## config.mk

```make
export PLATFORM = sky130hd
export DESIGN_NAME = alu_cmd_sequencer
export DESIGN_NICKNAME = d
export VERILOG_FILES = /design/src/rtl/alu_cmd_sequencer.sv
export SDC_FILE = /design/constraint.sdc
export NUM_CORES = 1
export LEC_CHECK = 0
export ABC_AREA = 1
export BUFFER_PORTS_ARGS = -buffer_cell sky130_fd_sc_hd__clkbuf_2
export CORE_ASPECT_RATIO = 1.5
export CORE_UTILIZATION = 41
export DETAILED_ROUTE_END_ITERATION = 10
export PLACE_DENSITY_LB_ADDON = 0.15
export SLEW_MARGIN = 20
export SYNTH_ARGS = -nofsm -noshare
export SYNTH_HDL_FRONTEND = slang
export SYNTH_SLANG_ARGS = --single-unit
```

## constraint.sdc

```tcl
create_clock -name clk -period 3.14 [get_ports clk]
set_input_delay 0.628 -clock clk [delete_from_list [all_inputs] [get_ports clk]]
set_output_delay 0.628 -clock clk [all_outputs]
set_load 0.1 [all_outputs]
```

## src/rtl/alu_cmd_sequencer.sv

```systemverilog
// alu_cmd_sequencer: FIFO-buffered command issue stage for the accumulator ALU with div-by-zero and error halting
module alu_cmd_sequencer #(
  parameter int DATA_W = 32,
  parameter int OP_W   = 4,
  parameter int DEPTH  = 4,
  parameter int CNT_W  = 16
) (
  input  logic                       clk,
  input  logic                       reset,
  input  logic                       cmd_valid,
  output logic                       cmd_ready,
  input  logic [OP_W-1:0]            cmd_opcode,
  input  logic [DATA_W-1:0]          cmd_operand,
  output logic [OP_W-1:0]            alu_opcode,
  output logic [DATA_W-1:0]          alu_A,
  input  logic                       alu_err,
  input  logic                       halt_clr,
  output logic                       halted,
  output logic [1:0]                 err_code,
  output logic                       busy,
  output logic [$clog2(DEPTH):0]     level,
  output logic [CNT_W-1:0]           issued_cnt
);
  localparam int AW = $clog2(DEPTH);
  typedef enum logic [1:0] {S_IDLE, S_RUN, S_HALT} state_t;
  state_t            r_state;
  logic [AW-1:0]     r_wp, r_rp;
  logic [AW:0]       r_level;
  logic [OP_W-1:0]   r_mem_op [DEPTH];
  logic [DATA_W-1:0] r_mem_a  [DEPTH];
  logic [OP_W-1:0]   r_op;
  logic [DATA_W-1:0] r_a;
  logic [1:0]        r_err;
  logic [CNT_W-1:0]  r_cnt;
  logic              w_push, w_pop, w_divz;
  logic [OP_W-1:0]   w_head_op;
  logic [DATA_W-1:0] w_head_a;
  logic [AW:0]       w_level_nx;
  assign cmd_ready  = r_level != (AW+1)'(DEPTH);
  assign w_push     = cmd_valid && cmd_ready;
  assign w_head_op  = r_mem_op[r_rp];
  assign w_head_a   = r_mem_a[r_rp];
  assign w_divz     = (w_head_op == OP_W'(4) || w_head_op == OP_W'(5)) && w_head_a == '0;
  // A pending ALU error or HALT blocks the pop; a div-by-zero head is still popped (and discarded)
  assign w_pop      = r_state != S_HALT && !alu_err && r_level != '0;
  assign w_level_nx = r_level + (AW+1)'(w_push) - (AW+1)'(w_pop);
  assign alu_opcode = r_op;
  assign alu_A      = r_a;
  assign halted     = r_state == S_HALT;
  assign err_code   = r_err;
  assign level      = r_level;
  assign issued_cnt = r_cnt;
  assign busy       = r_level != '0 || r_op != '0;
  // FIFO storage, written on accepted commands
  always_ff @(posedge clk) begin
    if (w_push) begin
      r_mem_op[r_wp] <= cmd_opcode;
      r_mem_a[r_wp]  <= cmd_operand;
    end
  end
  // Pointer/level bookkeeping plus the issue FSM in priority order: ALU error, HALT, div-by-zero, issue
  always_ff @(posedge clk or posedge reset) begin
    if (reset) begin
      r_state <= S_IDLE;
      r_wp    <= '0;
      r_rp    <= '0;
      r_level <= '0;
      r_op    <= '0;
      r_a     <= '0;
      r_err   <= 2'b00;
      r_cnt   <= '0;
    end else begin
      r_level <= w_level_nx;
      if (w_push) r_wp <= r_wp + 1'b1;
      if (w_pop) r_rp <= r_rp + 1'b1;
      r_op <= '0;
      r_a  <= '0;
      if (alu_err && r_state != S_HALT) begin
        r_state <= S_HALT;
        r_err   <= 2'b01;
      end else if (r_state == S_HALT) begin
        if (halt_clr) begin
          r_state <= w_level_nx != '0 ? S_RUN : S_IDLE;
          r_err   <= 2'b00;
        end
      end else if (w_pop && w_divz) begin
        r_state <= S_HALT;
        r_err   <= 2'b10;
      end else begin
        r_state <= w_level_nx != '0 ? S_RUN : S_IDLE;
        if (w_pop) begin
          r_op  <= w_head_op;
          r_a   <= w_head_a;
          r_cnt <= r_cnt + 1'b1;
        end
      end
    end
  end
endmodule

```

==> impl_results.md <==
- Tightest Pin Transition: 716 ps
- Fmax: 426 MHz
- Switching power total: 5.32 mW
- Final hold slack: 243 ps
- PortBufs: 100
- Power density cells: 1150 nW/µm²
- Initial Util: 42.0%
- Vias in the first global route: 5,642
- Most common cell in the netlist: nand2_1
- CTS Buf Count: 20
- Worst-path clk slew: 60 ps
- Worst setup SP type: flop
- CP required: 3570 ps
- Share of the synthesized area in the top cell type: 51.9%
- Placed cell area: 9170 µm²
- Global-route wire length before repair: 31.0 mm
- Relative slew slack: 52.2%
- Hpwl dp: 12.4 mm
- Final setup fails: 0
- Syn avg cell area: 11.2 µm²
- Number of H-tree levels: 1
- Outcome: complete, no violations
- Longest Clk Path Bufs: 3
- Final design area excluding fillers: 9820 µm²
- Power Total: 11.3 mW
- Share of cells above drive strength 1: 18.3%
- Worst setup margin: 795 ps
- Period minus WS final: 2350 ps
- CTS Root Cell: clkbuf_16
- Post-synth top cells: nand2_1, edfxtp_1, nand3_1, nor2_1, dfrtp_1
- Hold Crit Class: in -> async
- Ports: 101
- Largest net degree at the start of global routing: 67
- Sink Count: 207
- Fin util: 49.4%
- DIE HEIGHT: 177 µm
- Clk pwr share: 21.0%
- Hold_buf cts: 0
- Number of post-CTS setup repair buffers: 0
- Remaining antenna violation count: 0
- Pins Over Slew Limit: 0
- CP max FO: 40
- Final Hold Viols: 0
- P_leak: 4.17 nW
- Ys flop type: edfxtp_1
- Grt ovf: 0
- Int Power: 5.94 mW
- Final nets: 900
- Cts repair resizes: 0
- Post-Syn Area: 8330 µm²
- Number of max-cap violations: 0
- Post-synthesis sequential area ratio: 70.8%
- Crit share post-route: 74.7%
- GP Congestion: 0.794
- Core Area: 19,900 µm²
- CTS tree: yes
- Full die area: 20,900 µm²
- Die width: 118 µm
- Post-Route WL: 19.6 mm
- Fraction of registers with async set/reset: 30.4%
- Drt via density: 4.96
- Reg2Reg Depth: 12
- CP startpoint: r_rp[0]
- Pre-CTS setup slack: 733 ps
- Register bit total from synthesis: 207
- Crit end category: flop
- Clock Skews: 19.5 ps
- Initial antenna violation count: 1
- Total iterations of the first detailed-routing run: 5
- Peak supply drop: 0.636 mV
- R2r startpoint: r_rp[0]
- Remaining DRCs: 0
- Synth warnings: 0
- Post-synth top area cell: edfxtp_1
- EDFF count, synth: 144
- Unrepaired setup endpoints after global routing: no
- Std-Cell Rows: 63
- GRT Total Usage: 19.3%
- Area Overhead vs Synth: 17.9%
- Fin cells: 1,126
- CP Data Arrival Time: 2780 ps
- Syn nets: 794
- Fin Setup TNS: 0 ps
- Placed insts: 1,089
- Flop pwr share: 34.8%
- Syn Inst Count: 745
- Critical path type: reg -> reg
- Sw Share: 47.2%
- Ranking of synthesized cells by area: edfxtp_1, dfrtp_1, nand2_1, nand3_1, nor2_1
- Clk_lat worst skew: 500 ps
- Combinational share of power: 44.2%
- Vias: 5,582
- Drt wl/cell: 17.4 µm
- DR iter-0 viols: 304
- Netlist cell types: 28
==> state kept, by name, indices dropped and copies added, names as in the netlist <==
signal and count:
err_code 2, r_rp 2, r_mem_op 16, r_state 2, r_mem_a 128, alu_opcode 4
r_wp 2, level 3, alu_A 32, issued_cnt 16
==> critical path, cell delays in order, from the launching register on <==
cell and delay (ps):
dfrtp_2 490, inv_2 250, buf_12 250, nand2_1 70
nand3_1 90, o21ai_1 140, nor2_1 120, nand2_1 80
nor2_2 160, nand3_4 220, nand2_4 250, nand2_1 70
nand2_1 60
==> metal layers <==
| metal | GRT usage, % | part of all wire [%] | vias to the layer above |
|---|---|---|---|
| met3 | 2.55 | 4.3 | 23 |
| li1 | - | - | 2701 |
| met1 | 24.1 | 42 | 2724 |
| met4 | 5.49 | 1.6 | 0 |
| met5 | 0 | 0 | - |
| met2 | 34.9 | 52 | 134 |
==> cell type report <==
class,instances,area [µm²]
diodes,1,2.50
clock buffers,26,544
clock inverters,10,104
fillers,1819,10000
inverters,25,93.8
multi-input cells,484,2210
flip-flops and latches,207,5910
well taps,260,325
repair buffers,113,636
==> power by group through the flow <==
stage / Clock, mW / Sequential [mW] / Combinational [mW]
finish: 2.37 / 3.91 / 4.97
global route: 2.53 / 3.97 / 5.35
CTS: 2.43 / 3.92 / 5.04
detailed placement: 0 / 3.97 / 5.02
global placement: 0 / 3.95 / 4.99
floorplan: 0 / 5.75 / 2.02
==> kinds of logic (layout without fill, tap and decap cells) <==
group                      after synthesis  after routing  share of synthesized area [%]
AOI/OAI and AO/OA                        6              6                          0.360
xor gates and xnor gates                18             18                           1.89
adders and majority gates                8              8                           1.29
buffers and inverters                   54            174                           3.05
DFF                                    207            207                           70.8
other                                    0              1                              0
and+or+nand+nor                        452            452                           22.6
==> cell usage in the layout (no fill, tap or decap), drive strengths merged <==
master	count
a21oi	2
and2	1
buf	13
bufinv	2
clkbuf	126
clkinv	6
clkinvlp	2
dfrtp	63
diode	1
edfxtp	144
fa	1
ha	7
inv	25
nand2	259
nand3	96
nand3b	1
nand4	8
nor2	79
nor3	4
nor4	2
o21ai	4
or2	2
xnor2	8
xor2	10
==> final timing paths <==
kind	end	slack [ps]
worst min-delay path	alu_A[29]	240
worst max register to register	issued_cnt[14]	790
max in group asynchronous	r_rp[0]	2250
min in group clk	r_mem_a[0][10]	350
worst max-delay path	issued_cnt[14]	790
worst min register to register	err_code[1]	520
No activity file was read; power rests on OpenSTA's default activity.
